### config.mk
export PLATFORM = sky130hd
export DESIGN_NAME = rf_wb_arbiter
export DESIGN_NICKNAME = d
export VERILOG_FILES = /design/src/rtl/rf_wb_arbiter_pkg.sv /design/src/rtl/rf_wb_arbiter_rr_arbiter.sv /design/src/rtl/rf_wb_arbiter.sv
export SDC_FILE = /design/constraint.sdc
export NUM_CORES = 1
export LEC_CHECK = 0
export BUFFER_PORTS_ARGS = -buffer_cell sky130_fd_sc_hd__buf_2
export CORE_AREA = 2 2 103 105
export DETAILED_ROUTE_END_ITERATION = 16
export DIE_AREA = 0 0 105 107
export GPL_TIMING_DRIVEN = 0
export PLACE_DENSITY = 0.81
export SYNTH_ARGS = -nofsm -noshare
export SYNTH_HDL_FRONTEND = slang
export SYNTH_HIERARCHICAL = 1
export SYNTH_SLANG_ARGS = --single-unit
### constraint.sdc
create_clock -name clk -period 4.85 [get_ports clk]
set_clock_uncertainty 0.05 [all_clocks]
set_input_delay 1.455 -clock clk [delete_from_list [all_inputs] [get_ports clk]]
set_output_delay 1.455 -clock clk [all_outputs]
set_load 0.1 [all_outputs]
### src/rtl/rf_wb_arbiter_pkg.sv
// Shared defaults and helpers for the register-file writeback arbiter.
package rf_wb_arbiter_pkg;

  localparam int DEF_NREQ = 3;
  localparam int DEF_AW   = 5;
  localparam int DEF_DW   = 32;
  localparam int REG_ZERO = 0;

  // Round-robin successor of a granted index.
  function automatic int next_ptr(input int idx, input int n);
    return (idx + 1) % n;
  endfunction

endpackage

### src/rtl/rf_wb_arbiter_rr_arbiter.sv
// Combinational round-robin arbiter: grants the first valid requester
// found when scanning from ptr upwards, modulo NREQ.
module rr_arbiter #(
  parameter int NREQ = 3,
  parameter int PW   = $clog2(NREQ)
) (
  input  logic [NREQ-1:0] valid,
  input  logic [PW-1:0]   ptr,
  output logic [NREQ-1:0] grant,
  output logic [PW-1:0]   gidx,
  output logic            gvalid
);

  // Scan from the farthest position back to ptr so the nearest valid one wins.
  always_comb begin
    int idx;
    grant  = '0;
    gidx   = '0;
    gvalid = 1'b0;
    idx    = 0;
    for (int k = NREQ - 1; k >= 0; k--) begin
      idx = (int'(ptr) + k) % NREQ;
      if (valid[idx]) begin
        grant      = '0;
        grant[idx] = 1'b1;
        gidx       = PW'(idx);
        gvalid     = 1'b1;
      end
    end
  end

endmodule

### src/rtl/rf_wb_arbiter.sv
// Shares the register-file write port among NREQ writeback sources and
// tracks outstanding writes per register so decode can stall on RAW/WAW.
module rf_wb_arbiter
  import rf_wb_arbiter_pkg::*;
#(
  parameter int NREQ = DEF_NREQ,
  parameter int AW   = DEF_AW,
  parameter int DW   = DEF_DW
) (
  input  logic                 clk,
  input  logic                 rst,
  input  logic [NREQ-1:0]      req_valid,
  input  logic [NREQ*AW-1:0]   req_addr,
  input  logic [NREQ*DW-1:0]   req_data,
  output logic [NREQ-1:0]      req_ready,
  output logic                 rf_wr,
  output logic [AW-1:0]        rf_a3,
  output logic [DW-1:0]        rf_wd,
  input  logic                 iss_valid,
  input  logic [AW-1:0]        iss_rd,
  output logic                 iss_ready,
  input  logic [AW-1:0]        chk_a1,
  input  logic [AW-1:0]        chk_a2,
  output logic                 stall,
  output logic [(1<<AW)-1:0]   busy_vec
);

  localparam int PW = $clog2(NREQ);
  localparam int NR = 1 << AW;
  localparam logic [AW-1:0] ZERO_ADDR = AW'(REG_ZERO);

  logic [PW-1:0]   rr_ptr_reg;
  logic [PW-1:0]   gnt_idx;
  logic            gnt_any;
  logic [AW-1:0]   addr_arr [NREQ];
  logic [DW-1:0]   data_arr [NREQ];
  logic [AW-1:0]   sel_addr;
  logic [DW-1:0]   sel_data;
  logic [NR-1:0]   busy_reg;
  logic [NR-1:0]   busy_next;

  // Unpack the flattened request buses into per-requester fields.
  for (genvar gi = 0; gi < NREQ; gi++) begin : g_unpack
    assign addr_arr[gi] = req_addr[gi*AW +: AW];
    assign data_arr[gi] = req_data[gi*DW +: DW];
  end

  rr_arbiter #(.NREQ(NREQ), .PW(PW)) u_arb (
    .valid  (req_valid),
    .ptr    (rr_ptr_reg),
    .grant  (req_ready),
    .gidx   (gnt_idx),
    .gvalid (gnt_any)
  );

  assign sel_addr = addr_arr[gnt_idx];
  assign sel_data = data_arr[gnt_idx];

  // Round-robin pointer moves just past the last granted requester.
  always_ff @(posedge clk or negedge rst) begin
    if (!rst)
      rr_ptr_reg <= '0;
    else if (gnt_any)
      rr_ptr_reg <= PW'(next_ptr(int'(gnt_idx), NREQ));
  end

  // Output register: one write per grant, writes to r0 are consumed silently.
  always_ff @(posedge clk or negedge rst) begin
    if (!rst) begin
      rf_wr <= 1'b0;
      rf_a3 <= '0;
      rf_wd <= '0;
    end else begin
      rf_wr <= gnt_any && (sel_addr != ZERO_ADDR);
      if (gnt_any) begin
        rf_a3 <= sel_addr;
        rf_wd <= sel_data;
      end
    end
  end

  // Scoreboard next state: retire clears, then a new issue sets (issue is younger).
  always_comb begin
    busy_next = busy_reg;
    if (rf_wr)
      busy_next[rf_a3] = 1'b0;
    if (iss_valid && iss_ready && (iss_rd != ZERO_ADDR))
      busy_next[iss_rd] = 1'b1;
    busy_next[0] = 1'b0;
  end

  // Scoreboard register.
  always_ff @(posedge clk or negedge rst) begin
    if (!rst)
      busy_reg <= '0;
    else
      busy_reg <= busy_next;
  end

  // Hazard detection: WAW blocks issue, RAW on either source stalls decode.
  always_comb begin
    iss_ready = !busy_reg[iss_rd];
    stall     = ((chk_a1 != ZERO_ADDR) && busy_reg[chk_a1]) ||
                ((chk_a2 != ZERO_ADDR) && busy_reg[chk_a2]) ||
                (iss_valid && !iss_ready);
  end

  assign busy_vec = busy_reg;

endmodule

==> flow_metrics.tcl, run 1 <==
set metrics [dict create \
    status "finished, final reports clean" \
    largest_reg_flops 32 \
    grt_max_degree 72 \
    worstSkewPairLatency_ps 360 \
    cp_top_family "multiplexers" \
    setup_slack_ps 60.19 \
    path_depth 8 \
    syn_area_sq_mm 0.004823 \
    r2r_cells 13 \
    dr.pass1.iters 5 \
    nets 876 \
    synthArstFlopShare_pct 100.0 \
    synth-edff-count 0 \
    cts_sinks 71 \
    wl_um 16060 \
    htree_num_levels 3 \
    ys_seq_area_share_pct 36.84 \
    row_count 37 \
    slowest_stage "mux4_2" \
    yosys.area.top_type "dfrtp_1" \
    port_buffers 201 \
    r2r_slack_ps 1640 \
    max_slew_margin_pct 62.54 \
    drt_iter0_drc 357 \
    worstPathMaxFanout 7 \
    crit_chain "buf_2 -> buf_8 -> mux4_2 -> nor2b_1 -> nor2_2 -> nand4b_4 -> a2111o_1 -> buf_12" \
    ys_ff_latch 71 \
    die_h_um 107 \
    yosysTopAreaCellShare_pct 36.84 \
    critPathBufInv 3 \
    critPathKind "in -> out" \
    synthToLayoutAreaGrowth_pct 30.04 \
    cp-start-kind "input port" \
    wl_met1_um 6085 \
    core-area_sq_mm 0.01009 \
    critPathLaunch "iss_rd[0]" \
    endpoint "stall" \
    setup_violations 0 \
    synth_fp_nets 660 \
    root_buffer "clkbuf_8" \
    drc_errors 0 \
    wl_met3_um 1407 \
    fin_tns_setup_ps 0 \
    slew_viol_final 0 \
    drive_gt1_share_pct 36.69 \
    place_congestion 0.9802 \
    synth_commonest_cells "nor2_1 (76), a21oi_1 (73), dfrtp_1 (71), mux2i_1 (61), o21ai_0 (38)" \
    synth_top_flop_cell "dfrtp_1" \
    max_cap_violations 0 \
    r2r-end "rf_wd[3]$_DFFE_PN0P_" \
    fmax_ghz 0.2088 \
    hold_depth 2 \
    ys_warn_count 6 \
    worstMarginPinSlew_ps 561.8 \
    die_x_um 105 \
    hold_path.class "reg -> reg" \
    grt_pass1_wl_um 25230 \
    worstReg2RegStart "rr_ptr_reg[0]$_DFFE_PN0P_" \
    first_global_vias 5157 \
    start_util_pct 47.79 \
    cp.required_ps 3350 \
    yosys-top-cells-area "dfrtp_1 (37%), mux2i_1 (13%), a21oi_1 (7.6%)" \
    n_fill_cell 904 \
    grt_overflow 0 \
    arrival_ps 3280 \
    wl_met2_um 7930 \
    yosysMostFrequentCell "nor2_1" \
    dp_hpwl_um 12220 \
    wl_per_cell_um 18.21 \
    vias_per_cell 5.905 \
    antenna_found_initial 1 \
    final.period_utilization_pct 98.76 \
    die_area_sq_mm 0.01124 \
    synth_area_per_cell_sq_um 9.223 \
    period_needed_ps 4790 \
    critPathMaxStageDelay_ps 480 \
    registers.top_by_ff_count "rf_wd" \
    synthCells 523 \
    top_layer_used "met4" \
    ios 207 \
    grt_use_total_pct 28.41 \
    clock_path_buffers 2 \
    yosysUniqueCellTypes 49 \
    numCtsBuffers 9 \
    clk_pin_slew_worst_paths_ps 80 \
    dp_slack_ps -94.07 \
    hold_viol 0 \
    end_kind "primary output" \
    rsz0062_at_grt "false" \
    cts_tree "yes" \
    ant_nets 0 \
    routed-via-count 5208 \
]
cell usage in the layout (no fill, tap or decap), types with 3 or more instances in the layout:
cell / n
a21oi_1: 73
mux4_2: 10
buf_4: 8
mux2i_1: 61
buf_6: 4
clkbuf_1: 19
nand2_1: 11
inv_1: 9
nor2b_1: 10
nand3b_1: 11
o21ai_0: 38
nor2_1: 76
or3_1: 3
o22ai_1: 7
clkbuf_8: 11
or3b_2: 6
dfrtp_1: 71
buf_1: 5
o31ai_1: 29
nand2b_1: 7
ha_1: 5
mux2_2: 12
nand3_1: 11
buf_2: 206
worst min path at each step:
| stage | startpoint | end |
|---|---|---|
| after global routing | rf_wd[29]$_DFFE_PN0P_ | rf_wd[29]$_DFFE_PN0P_ |
| after floorplan | rr_ptr_reg[1]$_DFFE_PN0P_ | rr_ptr_reg[1]$_DFFE_PN0P_ |
| final | rf_wd[31]$_DFFE_PN0P_ | rf_wd[31]$_DFFE_PN0P_ |
| after CTS | rf_wd[29]$_DFFE_PN0P_ | rf_wd[29]$_DFFE_PN0P_ |
| after global placement | rf_wd[9]$_DFFE_PN0P_ | rf_wd[9]$_DFFE_PN0P_ |
| after detailed placement | rf_wd[29]$_DFFE_PN0P_ | rf_wd[29]$_DFFE_PN0P_ |
kinds of logic (layout without fill, tap and decap cells):
| family | after synthesis | after routing | share of synthesized area, % |
|---|---|---|---|
| buf+inv | 49 | 270 | 5.032 |
| compound gates | 170 | 170 | 21.48 |
| fa+ha+maj | 5 | 5 | 1.297 |
| other cells | 1 | 3 | 0.07775 |
| simple gates | 143 | 143 | 14.68 |
| mux | 84 | 84 | 20.60 |
| flops | 71 | 71 | 36.84 |
per-layer routing:
metal / global-route usage [%] / vias to the layer above
li1: - / 2368
met1: 34.51 / 2474
met2: 47.77 / 313
met3: 5.775 / 53
met4: 14.95 / 0
met5: 0 / -
final cells by class:
cell class                      count  area, sq um  share of cell area, %
Clock buffer                       13        158.9                  2.533
Antenna cell                        2        5.005                0.07979
Tap cell                          136        170.2                  2.713
Inverter                            9        33.78                 0.5386
Clock inverter                      3        17.52                 0.2793
Timing Repair Buffer              206         1096                  17.47
Multi-Input combinational cell    403         2804                  44.70
Sequential cell                    71         1777                  28.33
Buffer                             39        210.2                  3.351
tightest hold or removal path, cell delays in order, from the launching register on:
cell     delay, ps
dfrtp_1        340
nor2_1          40
a21oi_1         90
timing repair:
| item | in CTS | in global routing |
|---|---|---|
| gates resized for setup | 3 | 5 |
| pin swaps | 0 | 3 |
| endpoints found under the setup margin | 2 | 2 |
| buffers inserted | 0 | 4 |
| hold buffers | 0 | 0 |
metrics by stage:
step           instances  utilization (%)  hold WS (ps)  cell area (sq um)
5_1_grt              881            62.13         501.1               6270
6_report             882            62.15         470.0               6272
4_1_cts              877            61.58         478.2               6215
2_1_floorplan        523                -         484.0               4823
3_5_place_dp         861            59.74         459.3               6030
3_3_place_gp         860            59.45         450.7               6000
Power of run 1 is not shown: default switching activity piles up to over one toggle a cycle in this logic, so the estimate is an artifact.
==> run 2: changes to the inputs <==
Settings changed: CORE_AREA 2 2 103 105 to 2 2 102 104, CTS_BUF_LIST from default to sky130_fd_sc_hd__clkbuf_8, DIE_AREA 0 0 105 107 to 0 0 104 106, PLACE_DENSITY 0.81 to 0.83.
==> flow_metrics.tcl, run 2 (synthesis results as in run 1) <==
set metrics [dict create \
    most-common-layout-cells "buf_2 (203), nor2_1 (76), a21oi_1 (73)" \
    drc_errors 0 \
    slowest_stage "mux4_2" \
    wl_um 16060 \
    grt_pass1_wl_um 25230 \
    min_to "rf_wd[29]$_DFFE_PN0P_" \
    nets 873 \
    final_core_util_pct 62.49 \
    core-area_sq_mm 0.01000 \
    cp.required_ps 3350 \
    max_cap_violations 0 \
    port_buffers 201 \
    worstReg2RegStart "rr_ptr_reg[0]$_DFFE_PN0P_" \
    r2r_cells 12 \
    row_count 37 \
    dr.pass1.iters 9 \
    first_global_vias 5088 \
    worstMarginPinSlew_ps 906.6 \
    critPathBufInv 5 \
    vias_per_cell 5.974 \
    wl_per_cell_um 18.27 \
    r2r_slack_ps 1590 \
    numCtsBuffers 9 \
    drt_iter0_drc 382 \
    cts_sinks 71 \
    worstSkewPairLatency_ps 360 \
    registers.top_by_ff_count "rf_wd" \
    grt_overflow 0 \
    finalInstanceArea_sq_mm 0.006248 \
    die_area_sq_mm 0.01102 \
    critPathMaxStageDelay_ps 490 \
    final_common_cell "buf_2" \
    worstPathMaxFanout 5 \
    cts_tree "yes" \
    clock_path_buffers 2 \
    largest_reg_flops 32 \
    setup_violations 0 \
    postPlaceCellArea_sq_mm 0.006002 \
    status "finished, final reports clean" \
    place_congestion 0.9524 \
    crit_chain "buf_4 -> buf_8 -> buf_12 -> mux4_2 -> inv_1 -> o22ai_1 -> nand4b_4 -> a2111o_1 -> buf_12" \
    arrival_ps 3270 \
    end_kind "primary output" \
    ios 207 \
    dp_hpwl_um 12160 \
    hold_viol 0 \
    fmax_ghz 0.2093 \
    crit_top_cell "buf_12" \
    clk_pin_slew_worst_paths_ps 70 \
    drive_gt1_share_pct 36.71 \
    synthToLayoutAreaGrowth_pct 29.55 \
    max_slew_margin_pct 39.56 \
    grt_max_degree 72 \
    slew_viol_final 0 \
    root_buffer "clkbuf_8" \
    hold_path.class "reg -> reg" \
    antenna_found_initial 2 \
    ant_nets 0 \
    die_x_um 104 \
    final.period_utilization_pct 98.49 \
    fin_tns_setup_ps 0 \
    grt_use_total_pct 28.59 \
    r2r-end "rr_ptr_reg[0]$_DFFE_PN0P_" \
    htree_num_levels 3 \
    min_from "rf_wd[29]$_DFFE_PN0P_" \
    hold_buffers 0 \
    hold_depth 2 \
    die_h_um 106 \
    routed-via-count 5251 \
    critPathKind "in -> out" \
    period_needed_ps 4777 \
    placed_cells 860 \
    start_util_pct 48.24 \
    cp-start-kind "input port" \
    instances_no_fill 879 \
    cp_top_family "buffers and inverters" \
]
==> run 2: changes by cell type in the layout (fill, tap and decap cells not counted), moves of 2 or more <==
| cell | before | now |
|---|---|---|
| buf_2 | 206 | 203 |
| clkbuf_1 | 19 | 16 |
| clkbuf_4 | 0 | 2 |
| inv_1 | 9 | 11 |
==> run 2: layout make-up <==
class / instances / area [sq um]
Antenna cell: 2 / 5.005
Sequential cell: 71 / 1777
Timing Repair Buffer: 204 / 1064
Buffer: 38 / 211.5
Clock buffer: 11 / 151.4
Inverter: 9 / 33.78
Tap cell: 136 / 170.2
Multi-Input combinational cell: 403 / 2811
Clock inverter: 5 / 25.02
Fill cell: 905 / 3751
==> run 2: routing by layer <==
metal / global-route usage [%] / vias up / routed length (um)
met4: 14.00 / 0 / 629
met2: 49.72 / 339 / 8007
met1: 34.16 / 2498 / 6009
met5: 0 / - / 0
met3: 5.334 / 52 / 1409
li1: - / 2362 / -
==> run 2: repair_timing <==
| action | in CTS | in global routing |
|---|---|---|
| pin swaps | 0 | 4 |
| setup buffers | 0 | 3 |
| setup endpoints to repair | 2 | 2 |
| hold endpoints to repair | 0 | 0 |
| resized for setup | 3 | 10 |
==> run 2: how the worst max path moves through the flow <==
| stage | startpoint | end | slack [ps] | cells after the start |
|---|---|---|---|---|
| floorplan | iss_rd[1] | stall | 40 | 7 |
| global placement | iss_rd[0] | stall | -90 | 8 |
| detailed placement | iss_rd[0] | stall | -120 | 8 |
| CTS | iss_rd[0] | stall | -50 | 8 |
| global route | iss_rd[0] | stall | -10 | 8 |
| finish | iss_rd[0] | stall | 70 | 9 |
==> run 2: per-stage QoR <==
step                worst slack [ps]  hold slack (ps)
floorplan                      42.27            484.0
global placement              -85.53            451.5
detailed placement            -118.7            462.4
CTS                           -50.86            481.6
global route                  -10.39            507.4
finish                         73.15            482.6
==> run 2: tightest hold or removal path: cells and delay by family (launching register included) <==
kind | cells | cell delay (ps)
AND/OR/NAND/NOR | 1 | 40
AO/OA/AOI/OAI | 1 | 100
flip-flops | 1 | 340
Power of run 2 is left out for the same reason.
==> run 3: changes to the inputs <==
Settings changed: ABC_AREA from default to 1, CORE_AREA 2 2 102 104 to 2 2 123 89, DIE_AREA 0 0 104 106 to 0 0 125 91, PLACE_DENSITY 0.83 to 0.82.
==> flow_metrics.tcl, run 3 <==
set metrics [dict create \
    status "finished, final reports clean" \
    setup_violations 0 \
    drc_errors 0 \
    grt_overflow 0 \
    yosys.area_share.adder_pct 1.254 \
    end_kind "primary output" \
    start_util_pct 49.10 \
    ys_ff_latch 71 \
    die_x_um 125 \
    wl_per_cell_um 15.43 \
    yosysTopAreaCellShare_pct 35.61 \
    cts_tree "yes" \
    yosysMostFrequentCell "nand2_1" \
    postPlaceCellArea_sq_mm 0.006168 \
    fmax_ghz 0.2138 \
    ys_seq_area_share_pct 35.61 \
    synthCells 800 \
    yosys.area.top_type "dfrtp_1" \
    worstSkewPairLatency_ps 360 \
    yosysUniqueCellTypes 28 \
    first_global_vias 5722 \
    cp-start-kind "input port" \
    fin_tns_setup_ps 0 \
    ys_warn_count 6 \
    die_area_sq_mm 0.01138 \
    syn_area_sq_mm 0.004990 \
    worstPathMaxFanout 8 \
    grt_max_degree 72 \
    wl_um 17710 \
    critPathKind "in -> out" \
    max_slew_margin_pct 38.59 \
    clock_path_buffers 2 \
    dp_hpwl_um 13940 \
    arrival_ps 3170 \
    final_core_util_pct 62.37 \
    synth_top_flop_cell "dfrtp_1" \
    finalInstanceArea_sq_mm 0.006339 \
    yosys-top-cells-area "dfrtp_1 (36%), nand2_1 (21%), nor2_1 (9.0%)" \
    drive_gt1_share_pct 24.61 \
    yosys.area_share.simple_pct 41.45 \
    port_buffers 202 \
    hold_buffers 0 \
    cp.required_ps 3350 \
    routed-via-count 6248 \
    cts_setup_buffers 0 \
    drt_iter0_drc 730 \
    n_antenna_cell 0 \
    vias_per_cell 5.443 \
    core-area_sq_mm 0.01016 \
    root_buffer "clkbuf_8" \
    synth_commonest_cells "nand2_1 (273), nor2_1 (120), nand3_1 (89), o21ai_0 (77), dfrtp_1 (71)" \
    die_h_um 91 \
    clk_pin_slew_worst_paths_ps 70 \
    setup_slack_ps 172.6 \
    synth_xor_area_share_pct 0 \
    grt_use_total_pct 31.33 \
    htree_num_levels 3 \
    most-common-layout-cells "nand2_1 (273), buf_2 (208), nor2_1 (119)" \
    dr.pass1.iters 5 \
    hold_path.class "reg -> reg" \
    synth_area_per_cell_sq_um 6.237 \
    slew_viol_final 0 \
    row_count 31 \
    numCtsBuffers 9 \
    largest_reg_flops 32 \
    final_common_cell "nand2_1" \
    synthArstFlopShare_pct 100.0 \
    synth-compound-area-share_pct 13.16 \
    synth_top_family_by_area "simple AND/OR/NAND/NOR gates" \
    antenna_found_initial 0 \
    grt_pass1_wl_um 28980 \
    worstMarginPinSlew_ps 921.2 \
    nets 1150 \
    ant_nets 0 \
    rsz0062_at_grt "false" \
    dp_slack_ps 157.3 \
    muxShareOfSynthArea_pct 0 \
    synth_fp_nets 937 \
    period_needed_ps 4677 \
    place_congestion 0.9783 \
    max_cap_violations 0 \
    synthToLayoutAreaGrowth_pct 27.03 \
    ios 207 \
    synth-edff-count 0 \
    hold_viol 0 \
    final.period_utilization_pct 96.44 \
    cts_sinks 71 \
    registers.top_by_ff_count "rf_wd" \
]
## run 3: cell count changes in the layout (fill, tap and decap cells not counted), sizes merged, moves of 47 or more
| cell | before | now |
|---|---|---|
| mux2i | 62 | 0 |
| nand2 | 11 | 278 |
| nand3 | 11 | 92 |
| a21oi | 74 | 5 |
| inv | 11 | 63 |
| nor2 | 77 | 124 |
## run 3: cell families (layout without fill, tap and decap cells)
kind of cell               count (synthesis)  in the layout
DFF                                       71             71
other                                      1              1
AOI/OAI and AO/OA                        121            121
and+or+nand+nor                          504            504
buffers and inverters                     98            314
adders and majority gates                  5              5
## run 3: area by class of cell
cell class	instances	area, sq um
inverters	62	235.2
repair buffers	202	1016
clock inverters	3	12.51
plain buffers	36	187.7
well taps	132	165.2
multi-input cells	631	2794
flip-flops and latches	71	1777
fillers	988	3824
clock buffers	11	151.4
## run 3: what timing repair did
item	4_1_cts	5_1_grt
gates resized for setup	0	4
endpoints found under the setup margin	0	1
endpoints found under the hold margin	0	0
## run 3: per-stage QoR
stage / std cells / hold WS [ps]
final: 1148 / 483.1
after global placement: 1134 / 464.7
after floorplan: 800 / 442.3
after CTS: 1148 / 486.0
after detailed placement: 1134 / 476.1
after global routing: 1148 / 502.4
## run 3: final timing paths
path,cells past startpoint,slack (ps),from,end
max reg2reg,15,1810,rr_ptr_reg[0]$_DFFE_PN0P_,rf_wd[15]$_DFFE_PN0P_
max,14,170,chk_a1[0],stall
max in group asynchronous,1,2970,rst,busy_vec[6]$_DFF_PN0_
min in group asynchronous,1,1170,rst,rf_wd[17]$_DFFE_PN0P_
min reg2reg,2,480,rf_wd[26]$_DFFE_PN0P_,rf_wd[26]$_DFFE_PN0P_
min,2,480,rf_wd[26]$_DFFE_PN0P_,rf_wd[26]$_DFFE_PN0P_
## run 3: worst max-delay path, cell delays in order
cell      delay [ps]
clkbuf_1         300
inv_1            130
nor2_1           360
nand2_1          100
nand2_1           90
nand2_1           50
nand2_1           70
inv_1             40
nand2_1           60
nand2_1           50
nand2_1           60
nor2_1            40
nand2_1           50
clkbuf_4         320
## run 3: layer usage
| metal | GRT usage (%) | up-vias | share of wire [%] |
|---|---|---|---|
| met1 | 46.46 | 2828 | 45 |
| met4 | 8.056 | 0 | 2.4 |
| met3 | 8.250 | 48 | 11 |
| met2 | 45.29 | 373 | 41 |
| met5 | 0 | - | 0 |
| li1 | - | 2999 | - |
Power of run 3 is left out for the same reason.
